`src/rtl/sdr_tx_pkg.sv`:
```
// -----------------------------------------------------------------------------
// sdr_tx_pkg
// Shared types and helpers for the SDR transmit path.
//   state_t   : transmit FSM state (IDLE / FILL / RUN)
//   FS        : sigma-delta full scale at the default sample width
//   fs_of     : full scale for an arbitrary sample width (2**w)
//   lo_sign   : applies a 1-bit LO (+1 / -1) to a signed value
// -----------------------------------------------------------------------------
package sdr_tx_pkg;

  typedef enum logic [1:0] {
    IDLE = 2'd0,
    FILL = 2'd1,
    RUN  = 2'd2
  } state_t;

  localparam int IQ_W_DEF = 8;

  function automatic int fs_of(input int w);
    return 1 << w;
  endfunction

  localparam int FS = fs_of(IQ_W_DEF);

  // LO bit 1 means +1, 0 means -1.
  function automatic int lo_sign(input logic lo_bit, input int value);
    return lo_bit ? value : -value;
  endfunction

endpackage

```
`src/rtl/sd_mod1.sv`:
```
// -----------------------------------------------------------------------------
// sd_mod1
// First-order sigma-delta converting a signed multi-bit stream to 1 bit.
//   clk   in   modulator clock
//   rst   in   asynchronous reset, active-high
//   clr   in   hold the accumulator at 0 and toggle dout (idle pattern)
//   din   in   signed input, IQ_W+2 bits
//   dout  out  1-bit output; +FS feedback when 1, -FS when 0
// -----------------------------------------------------------------------------
import sdr_tx_pkg::*;

module sd_mod1 #(
  parameter int IQ_W  = IQ_W_DEF,
  parameter int ACC_W = IQ_W + 3
) (
  input  logic                   clk,
  input  logic                   rst,
  input  logic                   clr,
  input  logic signed [IQ_W+1:0] din,
  output logic                   dout
);

  localparam logic signed [ACC_W:0] C_FS = (ACC_W+1)'(fs_of(IQ_W));

  logic signed [ACC_W-1:0] r_acc;
  logic                    r_dout;
  logic signed [ACC_W:0]   w_sum;

  // One guard bit so the decision uses the true sign of acc + din - fb,
  // while the stored accumulator stays within ACC_W.
  assign w_sum = (ACC_W+1)'(r_acc) + (ACC_W+1)'(din) - (r_dout ? C_FS : -C_FS);

  // NOTE: non-blocking assignments so every flop samples pre-edge values.
  always_ff @(posedge clk or posedge rst) begin
    if (rst) begin
      r_acc  <= '0;
      r_dout <= 1'b0;
    end else if (clr) begin
      r_acc  <= '0;
      r_dout <= ~r_dout;
    end else begin
      r_acc  <= w_sum[ACC_W-1:0];
      r_dout <= ~w_sum[ACC_W];
    end
  end

  assign dout = r_dout;

endmodule

```
`src/rtl/iq_tx_modulator.sv`:
```
// -----------------------------------------------------------------------------
// iq_tx_modulator
// Accepts baseband I/Q samples over valid/ready, mixes them with a 1-bit
// sin/cos LO (I*cos - Q*sin) and emits a 1-bit RF stream via sigma-delta.
//   clk            in   modulator clock (LO rate)
//   rst            in   asynchronous reset, active-high
//   tx_en          in   transmit enable (level)
//   sample_strobe  in   baseband-rate tick, 1-clk pulse
//   iq_valid       in   producer has a sample
//   iq_ready       out  sample accepted this clk when iq_valid is high
//   i_in, q_in     in   signed I/Q samples
//   sin_in,cos_in  in   LO bits (1 => +1, 0 => -1)
//   RFOut          out  1-bit RF output
//   busy           out  FSM not in IDLE
//   underrun_cnt   out  saturating count of strobes with no sample in RUN
// -----------------------------------------------------------------------------
import sdr_tx_pkg::*;

module iq_tx_modulator #(
  parameter int IQ_W       = 8,
  parameter int ACC_W      = IQ_W + 3,
  parameter int UNDERRUN_W = 16
) (
  input  logic                    clk,
  input  logic                    rst,
  input  logic                    tx_en,
  input  logic                    sample_strobe,
  input  logic                    iq_valid,
  output logic                    iq_ready,
  input  logic signed [IQ_W-1:0]  i_in,
  input  logic signed [IQ_W-1:0]  q_in,
  input  logic                    sin_in,
  input  logic                    cos_in,
  output logic                    RFOut,
  output logic                    busy,
  output logic [UNDERRUN_W-1:0]   underrun_cnt
);

  localparam int MIX_W = IQ_W + 2;

  state_t                   r_state;
  state_t                   w_state_nxt;
  logic                     r_nxt_full;
  logic signed [IQ_W-1:0]   r_nxt_i;
  logic signed [IQ_W-1:0]   r_nxt_q;
  logic signed [IQ_W-1:0]   r_cur_i;
  logic signed [IQ_W-1:0]   r_cur_q;
  logic signed [MIX_W-1:0]  r_mix;
  logic [UNDERRUN_W-1:0]    r_underrun;
  logic                     w_xfer;
  logic                     w_clr;
  logic                     w_underrun;

  assign w_xfer = iq_valid & iq_ready;
  // Clearing follows tx_en directly so the pipeline empties on the same edge
  // that returns the FSM to IDLE, and stays empty while idle.
  assign w_clr  = ~tx_en | (r_state == IDLE);
  assign w_underrun = tx_en & (r_state == RUN) & sample_strobe & ~r_nxt_full & ~w_xfer;

  // ---------------------------------------------------------------- FSM
  always_ff @(posedge clk or posedge rst) begin
    if (rst) r_state <= IDLE;
    else     r_state <= w_state_nxt;
  end

  // NOTE: default assigned first so no path through the case infers a latch.
  always_comb begin
    w_state_nxt = r_state;
    if (!tx_en) begin
      w_state_nxt = IDLE;
    end else begin
      case (r_state)
        IDLE:    w_state_nxt = FILL;
        FILL:    if (r_nxt_full && sample_strobe) w_state_nxt = RUN;
        RUN:     w_state_nxt = RUN;
        default: w_state_nxt = IDLE;
      endcase
    end
  end

  // Ready depends on registered state only, never on iq_valid.
  always_comb begin
    busy     = (r_state != IDLE);
    iq_ready = (r_state != IDLE) && !r_nxt_full;
  end

  // ---------------------------------------------------------- nxt / cur
  always_ff @(posedge clk or posedge rst) begin
    if (rst) begin
      r_nxt_full <= 1'b0;
      r_nxt_i    <= '0;
      r_nxt_q    <= '0;
      r_cur_i    <= '0;
      r_cur_q    <= '0;
    end else if (!tx_en) begin
      r_nxt_full <= 1'b0;
      r_cur_i    <= '0;
      r_cur_q    <= '0;
    end else begin
      case (r_state)
        FILL: begin
          if (w_xfer) begin
            r_nxt_i    <= i_in;
            r_nxt_q    <= q_in;
            r_nxt_full <= 1'b1;
          end
          // Transfer and this load are exclusive: a transfer needs nxt empty.
          if (r_nxt_full && sample_strobe) begin
            r_cur_i    <= r_nxt_i;
            r_cur_q    <= r_nxt_q;
            r_nxt_full <= 1'b0;
          end
        end
        RUN: begin
          if (sample_strobe) begin
            if (r_nxt_full) begin
              r_cur_i    <= r_nxt_i;
              r_cur_q    <= r_nxt_q;
              r_nxt_full <= 1'b0;
            end else if (w_xfer) begin
              // Sample arriving on the strobe bypasses nxt.
              r_cur_i <= i_in;
              r_cur_q <= q_in;
            end else begin
              r_cur_i <= '0;
              r_cur_q <= '0;
            end
          end else if (w_xfer) begin
            r_nxt_i    <= i_in;
            r_nxt_q    <= q_in;
            r_nxt_full <= 1'b1;
          end
        end
        default: ;
      endcase
    end
  end

  // ----------------------------------------------------- underrun count
  always_ff @(posedge clk or posedge rst) begin
    if (rst)
      r_underrun <= '0;
    else if (w_underrun && (r_underrun != '1))
      r_underrun <= r_underrun + UNDERRUN_W'(1);
  end

  assign underrun_cnt = r_underrun;

  // -------------------------------------------------------------- mixer
  // Operands are widened to int before negation so -(-2**(IQ_W-1)) is exact.
  always_ff @(posedge clk or posedge rst) begin
    if (rst)
      r_mix <= '0;
    else if (w_clr)
      r_mix <= '0;
    else
      r_mix <= MIX_W'(lo_sign(cos_in, int'(r_cur_i)) - lo_sign(sin_in, int'(r_cur_q)));
  end

  // -------------------------------------------------------- sigma-delta
  sd_mod1 #(
    .IQ_W  (IQ_W),
    .ACC_W (ACC_W)
  ) u_sd (
    .clk  (clk),
    .rst  (rst),
    .clr  (w_clr),
    .din  (r_mix),
    .dout (RFOut)
  );

endmodule

```
`config.mk`:
```
export PLATFORM = sky130hd
export DESIGN_NAME = iq_tx_modulator
export DESIGN_NICKNAME = d
export VERILOG_FILES = /design/src/rtl/sdr_tx_pkg.sv /design/src/rtl/sd_mod1.sv /design/src/rtl/iq_tx_modulator.sv
export SDC_FILE = /design/constraint.sdc
export NUM_CORES = 1
export LEC_CHECK = 0
export CAP_MARGIN = 20
export CORE_AREA = 2 2 109 111
export DETAILED_ROUTE_END_ITERATION = 10
export DIE_AREA = 0 0 111 113
export SYNTH_ARGS = -nofsm -noshare
export SYNTH_HDL_FRONTEND = slang
export SYNTH_SLANG_ARGS = --single-unit
```
`constraint.sdc`:
```
create_clock -name clk -period 6.34 [get_ports clk]
set_input_delay 0.634 -clock clk [delete_from_list [all_inputs] [get_ports clk]]
set_output_delay 0.634 -clock clk [all_outputs]
set_load 0.02 [all_outputs]
```
# Word level (Yosys, flattened, before mapping)
# Index checks and enable logic that the tools add are counted.
[classes]
addsub = 6
mul = 0
n_div = 0
magnitude_cmp = 0
eq_ne = 7
n_shift = 0
muxes = 32
n_bitwise = 11
n_reduce_logical = 9
[ops]
columns = ["op", "count"]
rows = [
  ["$mux W8", 14],
  ["$pmux W8 S2", 4],
  ["$mux W10", 3],
  ["$neg A8 Y10", 2],
  ["$add A16 B1 Y16 const B", 1],
  ["$ne A16 B16 Y1 const B", 1],
  ["$add A11 B10 Y12", 1],
  ["$mux W12", 1],
  ["$sub A12 B12 Y12", 1],
  ["$mux W11", 1],
  ["$sub A10 B10 Y10", 1],
  ["$ne A3 B3 Y1 const B", 2],
  ["$pmux W2 S3", 1],
  ["$reduce_and A3 Y1", 2],
  ["$and A1 B1 Y1", 5],
  ["$mux W1", 5],
  ["$not A1 Y1", 5],
  ["$mux W2", 2],
  ["$reduce_bool A2 Y1", 2],
  ["$logic_and A1 B1 Y1", 3],
  ["$ne A3 B1 Y1 const B", 1],
  ["$eq A2 B1 Y1 const B", 1],
  ["$eq A2 B2 Y1 const B", 1],
  ["$logic_not A2 Y1", 1],
  ["other kinds (4)", 4],
]
[totals]
regBits = 73
latchBits = 0
ramBits = 0
romBits = 0
mem_count = 0

# Logic depth before layout (Yosys ltp)
# Gate-level depths: netlist of the first run.
[depth]
depth_word = 8
ltp_mapped = 12
depth_no_buf = 12

# By module
# A second synthesis of the first run with hierarchy kept.
[unflattened]
hier_cells = 466
area_unflattened_um2 = 4485.6
[modules_own_cells]
columns = ["mod", "n_inst", "cells_each", "area_each_um2", "seq_area_each_um2"]
rows = [
  ["iq_tx_modulator", 1, 337, 3393.3, 1526.5],
  ["sd_mod1", 1, 129, 1092.3, 300.3],
]

# Worst setup path before layout of the first run
# No wires, ideal clock.
[synth_path]
kind = "input-to-reg"
start = "in cos_in"
end = "reg r_mix[9]"
setup_ps = 132
t_arrival_ps = 2680
path_slack_ps = 3528
path_stages = 10
path_cell_list = "clkbuf_1 > mux2i_1 > inv_1 > ha_1 > nor2b_1 > o31a_1 > o41a_1 > o31ai_1 > xnor2_1 > nor2_1"
[synth_via]
elab_chain_len = 3
[synth_lines]
columns = ["element", "line_no", "rtl"]
rows = [
  ["start, declared", "iq_tx_modulator.sv:33", "input logic cos_in,"],
  ["$mux W10", "sdr_tx_pkg.sv:27", "return lo_bit ? value : -value;"],
  ["$sub A10 B10 Y10", "iq_tx_modulator.sv:157", "r_mix <= MIX_W'(lo_sign(cos_in, int'(r_cur_i)) - lo_sign(sin_in, int'(r_cur_q)));"],
  ["$mux W10", "iq_tx_modulator.sv:154", "else if (w_clr)"],
  ["end signal, assigned", "iq_tx_modulator.sv:157", ""],
  ["end, declared", "iq_tx_modulator.sv:48", "logic signed [MIX_W-1:0] r_mix;"],
]
# Every way passes these cells.
# A chain may end at the register's enable or synchronous reset.

# Worst setup path in the final report of the first run
# Ends and elaborated chain as after synthesis.

==> metrics.txt, run 1 <==
slew margin rel. 36.99%; Synth Net Count 507; critical path type in -> reg; mapped cell area 4419 um2; Slowest cell on crit path clkdlybuf4s50_1; CTS H-Tree Depth 3; Starting Density 39.21%; number of antenna violations at the first check in global routing 0; Post-Synth XOR/XNOR Area 8.126%; Crit Path Max Fanout 10; RSZ-0062 raised after global routing false; Final Setup Violations 0; Setup crit end kind flip-flop; hold_ws 505.6 ps; register area share after synthesis 41.34%; Worst EP required 6520 ps; CTS tree built; CORE AREA 11,270 um2; Root Buffer clkbuf_16; clk_lat worst skew 330 ps; leading cell type in the layout, fill and taps excluded dfrtp_1; Mapped Avg Cell Area 9.886 um2; hold crit path type reg -> reg; Final TNS setup 0 ps; Post-DP Area 4962 um2; Worst Path Buf+Inv 2; fin. max-slew vios 0; DR pass1 iterations 5; clk sinks 73; post-placement cell count 620; Critical Path Source Type primary input; Post-Syn Instances 447; fmax 327.6 MHz; critical-path cell list clkdlybuf4s50_1, mux2i_1, inv_1, ha_1, nor2b_1, o31a_1, o41a_1, o31ai_1, xnor2_1, nor2_1; post-DR wirelength/cell 13.70 um; largest net degree at the start of global routing 74; Seq cells post-synth 73; vias per cell 4.934; # rows 39; max incr delay on CP 670 ps; Detailed Route Iter0 Violations 102; # IOs 42; grt ovf 0; Die Footprint 12,540 um2; Least-Margin Pin Slew 945.2 ps; Leak Pwr 2.378 nW; hold buffer count at CTS 0; CP delay by family, top compound AO/OA/AOI/OAI gates; synth warn 0; largest family of logic cells by synthesized area compound AO/OA/AOI/OAI gates; final hold viol count 0; Die Wd 111 um; Die Ht 113 um; main flop type after synthesis dfrtp_1; Power per Cell Area 514.7 nW/um2; Max-Cap Viols 0; critical path arrival 3230 ps; DRT antenna net count 0; Worst Clk Skew 4.082 ps; ant diodes 0; Clock Pin Slew Worst Setup and Hold Paths 60 ps; compound-gate portion of the synthesized area 13.70%; Max clock buf depth 2; Port Buffers 41; Layout Cells excl Fill 636; post-route cell area 5266 um2; ys async rst share 100.0%; area delta synth->final 19.17%; DR DRC count 0; Synth cell types 46; Synth Area in Simple Gates 13.51%; Tmin final 3052 ps; leading cell types in the layout, fill and taps excluded dfrtp_1, inv_1, clkdlybuf4s50_1; Post-CTS Setup Inserts 0; EDFF count, synth 0; multiplexer share of the synthesized area 6.795%; period utilization 48.14%; Vias 3,138; status complete, no violations; Final Util 46.72%; gr usage total 14.73%; worst ir drop on vdd 0.0002792 V; GPL Wtd Cong 0.8057; vias in the first global route 3,171; DPL Wire Length 6.377 mm; fraction of layout cells with a size suffix above 1 9.331%; Final Net Count 549; total detailed-routing wirelength 8.713 mm; Resized Gates After CTS 0; post-synthesis adder-cell area fraction 10.99%; total CTS buffers 9; first-pass GRT wire length 15.03 mm
-- cell type report --
type / count / area (um2)
Clock inverter: 3 / 40.04
Fill cell: 1062 / 6006
Timing Repair Buffer: 45 / 440.4
Clock buffer: 12 / 256.5
Sequential cell: 73 / 1827
Multi-Input combinational cell: 314 / 2351
Inverter: 46 / 172.7
Tap cell: 143 / 178.9
-- per-layer routing --
metal	vias up	wire length (um)	GRT usage (%)
met5	-	0	0
met4	0	82	4.750
met3	5	220	3.642
met2	34	3970	23.60
met1	1476	4440	19.76
li1	1623	-	-
-- cells in the mapped netlist, drive strengths merged, types with 3 or more instances --
| master | count | share of area [%] |
|---|---|---|
| a21oi | 18 | 2.1 |
| a22oi | 16 | 2.7 |
| a31oi | 4 | 0.57 |
| and3 | 3 | 0.42 |
| buf | 3 | 0.71 |
| clkbuf | 11 | 0.93 |
| dfrtp | 73 | 41 |
| fa | 3 | 1.4 |
| ha | 34 | 9.6 |
| inv | 46 | 3.9 |
| mux2 | 18 | 5.4 |
| mux2i | 6 | 1.4 |
| nand2 | 36 | 3.1 |
| nand2b | 5 | 0.71 |
| nand3 | 11 | 1.2 |
| nand4 | 4 | 0.57 |
| nor2 | 40 | 3.4 |
| nor2b | 9 | 1.4 |
| nor3 | 9 | 1.3 |
| nor4 | 3 | 0.42 |
| o21ai | 12 | 1.5 |
| o31ai | 19 | 3.2 |
| xnor2 | 23 | 4.6 |
| xor2 | 18 | 3.6 |
-- report_power, final --
group | total, W | internal, W | switching (W)
clock | 0.000505 | 0.000322 | 0.000183
sequential | 0.000709 | 0.000601 | 0.000108
combinational | 0.00150 | 0.000711 | 0.000785
-- final timing paths --
check                                 start               end  slack, ps  depth (start not counted)
max                                  cos_in          r_mix[9]       3290                         10
min                        underrun_cnt[15]  underrun_cnt[15]        510                          1
max reg2reg                      r_cur_i[0]          r_mix[9]       3610                         11
min reg2reg                underrun_cnt[15]  underrun_cnt[15]        510                          1
max in group asynchronous               rst        r_nxt_q[1]       4810                          3
min in group asynchronous               rst         u_sd.dout        920                          3
-- sequential cells by signal, indices dropped and copies added (netlist names) --
register and flops:
r_nxt_q 8, r_cur_q 8, r_cur_i 8, u_sd.dout 1
r_nxt_i 8, r_nxt_full 1, u_sd.r_acc 11, r_state 2
underrun_cnt 16, r_mix 10
-- kinds of logic after synthesis --
family	Yosys count
AO/OA/AOI/OAI	86
multiplexers	24
AND/OR/NAND/NOR	126
adder cells (fa/ha/maj)	37
buffers and inverters	60
flip-flops	73
XOR/XNOR	41
-- metrics by stage --
step	total power, W	setup WS (ps)
after floorplan	0.001909	3528
after global placement	0.002183	2987
after detailed placement	0.002214	2926
after CTS	0.002740	3276
after global routing	0.002975	3086
final	0.002711	3288
-- worst register-to-register path, stage by stage (launching register included) --
cell and delay [ps]:
dfrtp_1 380, inv_1 90, ha_1 290, mux2i_1 250, inv_1 80, ha_1 290, nor2b_1 140, o31a_1 270
o41a_1 340, o31ai_1 250, xnor2_1 150, nor2_1 50
Note: power is estimated with default switching activity, not from simulation.
==> run 2, diff against run 1 <==
==> constraint.sdc (replaced) <==
create_clock -name clk -period 3.1 [get_ports clk]
set_input_delay 0.31 -clock clk [delete_from_list [all_inputs] [get_ports clk]]
set_output_delay 0.31 -clock clk [all_outputs]
set_load 0.02 [all_outputs]
==> run 2 against run 1 <==
Total power up 100%; sequential share of layout area down 0.25 points; worst setup slack worse by 2800 ps; clock-buffer cell count up 2; largest cell class unchanged.
==> metrics.txt, run 2 (synthesized netlist as in run 1, its figures left out) <==
status complete, no violations; Tmin final 2630 ps; DPL Wire Length 6.574 mm; RR Startpoint r_cur_q[0]; FILL cells 1,097; hold buffer count at CTS 0; CTS H-Tree Depth 3; fraction of layout cells with a size suffix above 1 10.20%; hold crit path type in -> async; Worst Path Buf+Inv 2; Die Wd 111 um; total CTS buffers 9; Die Ht 113 um; wire length on met3 344 um; Final TNS setup 0 ps; Clock Pin Slew Worst Setup and Hold Paths 60 ps; Final Setup Violations 0; Port Buffers 41; largest net degree at the start of global routing 45; leading cell type in the layout, fill and taps excluded dfrtp_1; gr usage total 15.32%; Die Footprint 12,540 um2; Max-Cap Viols 0; Detailed Route Iter0 Violations 186; Slowest cell on crit path dfrtp_1; DR DRC count 0; slew margin rel. 54.02%; Post-CTS Setup Inserts 0; vias per cell 5.072; CTS tree built; Leak Pwr 2.394 nW; DRT antenna net count 0; worst ir drop on vdd 0.0005282 V; grt ovf 0; final hold viol count 0; post-DR wirelength/cell 13.63 um; # IOs 42; total detailed-routing wirelength 8.762 mm; max incr delay on CP 400 ps; critical-path cell list inv_1, ha_1, mux2_2, inv_1, ha_1, nor2b_1, o31a_1, o41a_1, o31ai_1, xnor2_1, nor2_1; Worst EP required 3320 ps; period utilization 84.83%; Final Net Count 555; Register-to-Register Path Depth 11; Top Metal Used met4; RR Endpoint r_mix[9]; number of flip-flops in the largest register 16; Layout Cells excl Fill 643; Vias 3,261; vias in the first global route 3,280; Least-Margin Pin Slew 688.7 ps; area delta synth->final 20.02%; CORE AREA 11,270 um2; Crit Path Max Fanout 4; critical path arrival 2850 ps; DR pass1 iterations 4; critical path type reg -> reg; clk sinks 73; Root Buffer clkbuf_16; Reg2Reg Setup Slack 470 ps; Worst Clk Skew 4.581 ps; RSZ-0062 raised after global routing false; # rows 39; clk_lat worst skew 340 ps; Critical Path Source Type flip-flop; number of antenna violations at the first check in global routing 0; CP delay by family, top compound AO/OA/AOI/OAI gates; ant diodes 0; Starting Density 39.21%; Power per Cell Area 1040 nW/um2; fin. max-slew vios 0; leading cell types in the layout, fill and taps excluded dfrtp_1, inv_1, clkdlybuf4s50_1; Setup crit end kind flip-flop; Resized Gates After CTS 0; Max clock buf depth 2; GPL Wtd Cong 0.8307; hold_ws 399.0 ps; first-pass GRT wire length 15.53 mm; post-placement cell count 627; metal2 WL 4.084 mm; M1 WL 4.219 mm; fmax 380.3 MHz
run 2: changes by cell type in the layout (fill, tap and decap cells not counted):
cell / before / now
buf_4: 4 / 9
clkbuf_1: 1 / 3
buf_12: 0 / 1
bufinv_16: 1 / 0
clkinv_2: 2 / 1
clkinvlp_4: 0 / 1
run 2: cell type report:
type	count	area, um2	area share, %
multi-input cells	314	2351	44.33
well taps	143	178.9	3.373
repair buffers	51	498.0	9.389
clock buffers	14	264.0	4.978
inverters	46	172.7	3.255
clock inverters	2	12.51	0.2359
flip-flops and latches	73	1827	34.44
run 2: power by group:
group          switching (W)  total, W  leakage [nW]  internal (W)
Clock               0.000382  0.000967         0.133      0.000585
Combinational        0.00162   0.00310          1.30       0.00148
Sequential          0.000222   0.00145         0.966       0.00123
Total                0.00222   0.00552          2.39       0.00330
run 2: how the worst max path moves through the flow:
| stage | start | endpoint | slack, ps | cells past startpoint |
|---|---|---|---|---|
| after floorplan | r_cur_i[0] | r_mix[9] | 580 | 11 |
| after global placement | cos_in | r_mix[9] | 330 | 10 |
| after detailed placement | cos_in | r_mix[9] | 330 | 10 |
| after CTS | r_cur_i[0] | r_mix[9] | 450 | 11 |
| after global routing | r_cur_i[0] | r_mix[9] | 260 | 11 |
| final | r_cur_q[0] | r_mix[9] | 470 | 11 |
run 2: metrics by stage:
stage	cell area, um2	utilization (%)	setup WS (ps)	power, W
3_5_place_dp	5027	44.60	333.6	0.004564
2_1_floorplan	4419	-	583.6	0.003903
3_3_place_gp	5027	44.60	332.7	0.004500
5_1_grt	5304	47.05	264.7	0.006093
6_report	5304	47.05	470.4	0.005517
4_1_cts	5304	47.05	446.2	0.005578
run 2: routing by layer:
metal | vias to the layer above | global-route usage, %
met1 | 1562 | 20.46
met3 | 9 | 4.928
met2 | 54 | 24.17
li1 | 1636 | -
met5 | - | 0
met4 | 0 | 4.167
